===== config.mk =====
export PLATFORM = sky130hd
export DESIGN_NAME = seq_pattern_tx
export DESIGN_NICKNAME = d
export VERILOG_FILES = /design/src/rtl/seq_pattern_tx.sv
export SDC_FILE = /design/constraint.sdc
export NUM_CORES = 1
export LEC_CHECK = 0
export ABC_AREA = 0
export CORE_MARGIN = 2
export CORE_UTILIZATION = 30
export DETAILED_ROUTE_END_ITERATION = 8
export PLACE_DENSITY_LB_ADDON = 0.08
export SLEW_MARGIN = 10
export SYNTH_ARGS = -nofsm -noshare
export SYNTH_HDL_FRONTEND = slang
export SYNTH_SLANG_ARGS = --single-unit

===== constraint.sdc =====
create_clock -name clk -period 2.12 [get_ports clk]
set_input_delay 0.424 -clock clk [delete_from_list [all_inputs] [get_ports clk]]
set_output_delay 0.424 -clock clk [all_outputs]
set_load 0.02 [all_outputs]

===== src/rtl/seq_pattern_tx.sv =====
// seq_pattern_tx: loads a parallel pattern and shifts it out one bit per
// valid/ready transfer, tracking ones-count (saturating at 2) and zero parity
// of the transferred bits. At completion it reports the verdict expected from
// the sequence recognizer: at least two 1s and an odd number of 0s.
// Optional build macro: SEQ_TX_MSB_FIRST_EN (send bit len-1 first, down to bit 0).
module seq_pattern_tx #(
  parameter int unsigned WIDTH = 8,
  parameter int unsigned LW    = $clog2(WIDTH + 1)
) (
  input  logic             clk,
  input  logic             rst_n,
  input  logic             load,
  input  logic [WIDTH-1:0] data,
  input  logic [LW-1:0]    len,
  output logic             busy,
  output logic             bit_out,
  output logic             bit_valid,
  input  logic             bit_ready,
  output logic             done,
  output logic             expect_accept
);

  typedef enum logic [1:0] {
    IDLE  = 2'd0,
    SHIFT = 2'd1,
    DONE  = 2'd2
  } state_t;

  state_t           state;
  logic [WIDTH-1:0] shreg;
  logic [LW-1:0]    rem;
  logic [1:0]       ones_cnt;
  logic             zero_par;

  logic             xfer;
  logic [LW-1:0]    clen;
  logic [1:0]       ones_nxt;
  logic             zpar_nxt;
  logic [WIDTH-1:0] load_word;
  logic [WIDTH-1:0] shifted;
  logic             first_bit;
  logic             next_bit;

  // Clamped length, transfer strobe, counter look-ahead and shift ordering
  always_comb begin
    clen     = (len > LW'(WIDTH)) ? LW'(WIDTH) : len;
    xfer     = bit_valid & bit_ready;
    ones_nxt = ones_cnt;
    if (bit_out && (ones_cnt != 2'd2)) ones_nxt = ones_cnt + 2'd1;
    zpar_nxt = zero_par ^ ~bit_out;
`ifdef SEQ_TX_MSB_FIRST_EN
    // Left-align the pattern so bit len-1 sits at the top; unsent upper bits
    // of data fall off the end and are never transmitted.
    load_word = data << (WIDTH - 32'(clen));
    first_bit = load_word[WIDTH-1];
    shifted   = shreg << 1;
    next_bit  = shreg[WIDTH-2];
`else
    load_word = data;
    first_bit = data[0];
    shifted   = shreg >> 1;
    next_bit  = shreg[1];
`endif
  end

  // Control FSM with registered outputs; DONE accepts a load just like IDLE
  always_ff @(posedge clk or negedge rst_n) begin
    if (!rst_n) begin
      state         <= IDLE;
      shreg         <= '0;
      rem           <= '0;
      ones_cnt      <= '0;
      zero_par      <= 1'b0;
      busy          <= 1'b0;
      bit_out       <= 1'b0;
      bit_valid     <= 1'b0;
      done          <= 1'b0;
      expect_accept <= 1'b0;
    end else begin
      done <= 1'b0;
      case (state)
        IDLE, DONE: begin
          if (load) begin
            shreg         <= load_word;
            rem           <= clen;
            ones_cnt      <= '0;
            zero_par      <= 1'b0;
            expect_accept <= 1'b0;
            if (clen == '0) begin
              state     <= DONE;
              done      <= 1'b1;
              busy      <= 1'b0;
              bit_valid <= 1'b0;
              bit_out   <= 1'b0;
            end else begin
              state     <= SHIFT;
              busy      <= 1'b1;
              bit_valid <= 1'b1;
              bit_out   <= first_bit;
            end
          end else begin
            state     <= IDLE;
            busy      <= 1'b0;
            bit_valid <= 1'b0;
            bit_out   <= 1'b0;
          end
        end
        SHIFT: begin
          if (xfer) begin
            shreg    <= shifted;
            rem      <= rem - LW'(1);
            ones_cnt <= ones_nxt;
            zero_par <= zpar_nxt;
            bit_out  <= next_bit;
            if (rem == LW'(1)) begin
              // Verdict uses look-ahead counters so the final bit is included
              state         <= DONE;
              done          <= 1'b1;
              busy          <= 1'b0;
              bit_valid     <= 1'b0;
              bit_out       <= 1'b0;
              expect_accept <= (ones_nxt == 2'd2) & zpar_nxt;
            end
          end
        end
        default: begin
          state     <= IDLE;
          busy      <= 1'b0;
          bit_valid <= 1'b0;
          bit_out   <= 1'b0;
        end
      endcase
    end
  end

endmodule

==> results_dict.tcl <==
set metrics [dict create \
    fill_cells 372 \
    crit_type "flip-flop to flip-flop" \
    detail_route.first_pass.iterations 5 \
    final-max-slew-violation-count 0 \
    worstPathRequired_ns 2.31 \
    instances_no_fill 186 \
    antenna_cells 0 \
    layout-drive-gt1-share_pct 10.0 \
    syn-instance-count 116 \
    yosysWarningCount 0 \
    post_drt_wl_per_cell_um 14.5 \
    total_wirelength_of_the_detailed_routed_design_mm 2.69 \
    endpoint_kind "flip-flop" \
    cts.htree.levels 1 \
    drt_drc_violations_left 0 \
    clockRootBuffer "sky130_fd_sc_hd__clkbuf_4" \
    skew_ns 0.00176 \
    synth-seq-area-share_pct 45.5 \
    numPortBuffers 20 \
    grt_start_max_net_pins 21 \
    fmaxAchievable_mhz 538 \
    fin_crit_ns 1.86 \
    detailed_place_hpwl_mm 1.98 \
    fp.dieH_um 64.5 \
    areaGrowthSynthToFinish_pct 31.3 \
    status "complete, no violations" \
    finalSetupTns_ns 0 \
    total_clock_buffers_created_by_cts 3 \
    cell_types_occupying_the_most_area_after_synthesis "sky130_fd_sc_hd__dfrtp_1 46%, sky130_fd_sc_hd__nand2_1 5.8%, sky130_fd_sc_hd__a31oi_1 4.6%, sky130_fd_sc_hd__nor3_1 4.6%, sky130_fd_sc_hd__ha_1 3.4%" \
    grt-ovfl-total 0 \
    synth_largest_type_area_fraction_pct 45.5 \
    i_o_pin_cnt 21 \
    groute.layer.met2.usage_pct 24.3 \
    start_util_pct 32.2 \
    vias_in_the_first_global_route 952 \
    rsz_0062_raised_after_global_routing "false" \
    crit_arrival_ns 2.05 \
    total_area_of_multi_input_combinational_cells_sq_um 553 \
    floorplan.rows 21 \
    dp_cells 182 \
    placeableCoreArea_sq_um 3420 \
    place_congestion 0.774 \
    period_share_pct 87.7 \
    power.total_mw 1.97 \
    final-setup-viol-count 0 \
    finalWorstSetupSlack_ns 0.261 \
    clock_slew_at_reported_path_ffs_ns 0.13 \
    leakage_nw 0.594 \
    route.antenna.remaining_nets 0 \
    layout.nets 160 \
    globalRouteTotalUtil_pct 14.4 \
    holdBufCountCts 0 \
    ir_drop_mv 0.448 \
    ys_ff_latch 20 \
    startpoint_class "flip-flop" \
    ctsResizeCount 0 \
    avgSynthCellArea_sq_um 9.48 \
    groute.layer.met3.usage_pct 1.74 \
    grt_antenna_before_repair 0 \
    place_worst_setup_slack_ns 0.216 \
    worst_pin_slew_ns 0.536 \
    synth_top_area_cell "sky130_fd_sc_hd__dfrtp_1" \
    syn-cell-area_sq_um 1100 \
    cts_buffer_depth 2 \
    grt_use_met1_pct 19.4 \
    clock_insertion_delay_worst_skew_ns 0.30 \
    ff2ff_setup_slack_ns 0.26 \
    drt_first_iter_violations 84 \
    routed_via_density 5.26 \
    min-delay-path-class "input pin to async pin" \
    layout.cells.most_common_list "20 x sky130_fd_sc_hd__dfrtp_1, 20 x sky130_fd_sc_hd__clkdlybuf4s50_1, 17 x sky130_fd_sc_hd__nand2_1" \
    die_area_sq_um 4170 \
    dr_total_vias 979 \
    synth.distinct_cells 36 \
    cts.sinks 20 \
    power_density_nw_per_um2 1370 \
    synth_fp_nets 135 \
    post_cts.repair.setup_buffers 0 \
    final_hold_viol_count 0 \
    drv.max_cap_violation_count 0 \
    grt_first_pass_wirelength_mm 4.69 \
    register_area_sq_um 500 \
    grt_most_used_layer "met2" \
    cts_tree "built" \
    slew_headroom_pct 64.3 \
    die_width_um 64.5 \
    critical_path.max_fanout 5 \
]
==> worst max-delay path: stages (launching register included) <==
cell and delay [ns]:
sky130_fd_sc_hd__dfrtp_1 0.42, sky130_fd_sc_hd__inv_1 0.10, sky130_fd_sc_hd__ha_1 0.16, sky130_fd_sc_hd__or3b_4 0.41
sky130_fd_sc_hd__o31a_1 0.29, sky130_fd_sc_hd__o41ai_1 0.36
==> power breakdown <==
part	switching, mW	internal (mW)	leakage [nW]
clock network	0.129	0.191	0.0279
logic	0.491	0.461	0.324
registers	0.155	0.547	0.242
==> sequential cells by signal, summed over array words and instances (netlist names) <==
register / flops
bit_out: 1
bit_valid: 1
done: 1
expect_accept: 1
ones_cnt: 2
rem: 4
shreg: 7
state: 2
zero_par: 1
==> logic make-up after synthesis <==
logic type / share of synthesized area [%]
AO/OA/AOI/OAI: 20.3
XOR/XNOR: 0.797
adder cells (fa/ha/maj): 3.41
buffers and inverters: 4.21
flip-flops: 45.5
multiplexers: 3.75
AND/OR/NAND/NOR: 22.1
==> layout make-up <==
| class | count | share of cell area (%) |
|---|---|---|
| flip-flops and latches | 20 | 34.7 |
| repair buffers | 27 | 18.4 |
| inverters | 4 | 1.04 |
| clock buffers | 3 | 1.56 |
| well taps | 46 | 3.99 |
| multi-input cells | 85 | 38.3 |
| clock inverters | 1 | 2.08 |
==> Yosys cell counts, drive strengths merged <==
cell type	n
nor3	10
nor2	3
dfrtp	20
o311ai	1
clkbuf	4
and4b	1
xor2	1
a22o	1
nand3b	3
o41ai	1
nor4	1
mux2	1
nor2b	2
o31ai	2
inv	4
mux2i	3
a21oi	3
o21ai	5
o31a	1
ha	3
o32ai	1
o32a	1
o2bb2ai	1
nor3b	4
a31oi	8
o22ai	1
nand2b	4
or3b	1
buf	3
o22a	2
a22oi	1
nand2	17
a32o	2
==> metal layers <==
layer / share of wire, % / wire [um]
met2: 48 / 1300
met5: 0 / 0
met4: 0.56 / 15
met1: 48 / 1290
met3: 3.1 / 84
==> through the flow <==
step	utilization [%]	area, sq um	hold slack, ns
floorplan	-	1100	0.128
global placement	40.7	1390	0.528
detailed placement	40.7	1390	0.528
CTS	42.3	1440	0.449
global route	42.3	1440	0.479
finish	42.3	1440	0.441
==> worst paths after layout <==
kind	from	to	cells after the start
setup / recovery	rem[1]$_DFFE_PN0P_	expect_accept$_DFFE_PN0P_	5
hold / removal	rst_n	state[1]$_DFFE_PN0P_	2
setup reg to reg	rem[1]$_DFFE_PN0P_	expect_accept$_DFFE_PN0P_	5
hold reg to reg	shreg[7]$_DFFE_PN0P_	shreg[7]$_DFFE_PN0P_	1
max in group asynchronous	rst_n	shreg[7]$_DFFE_PN0P_	2
min in group clk	shreg[7]$_DFFE_PN0P_	shreg[7]$_DFFE_PN0P_	1
Power figures use the tool's default switching activity.
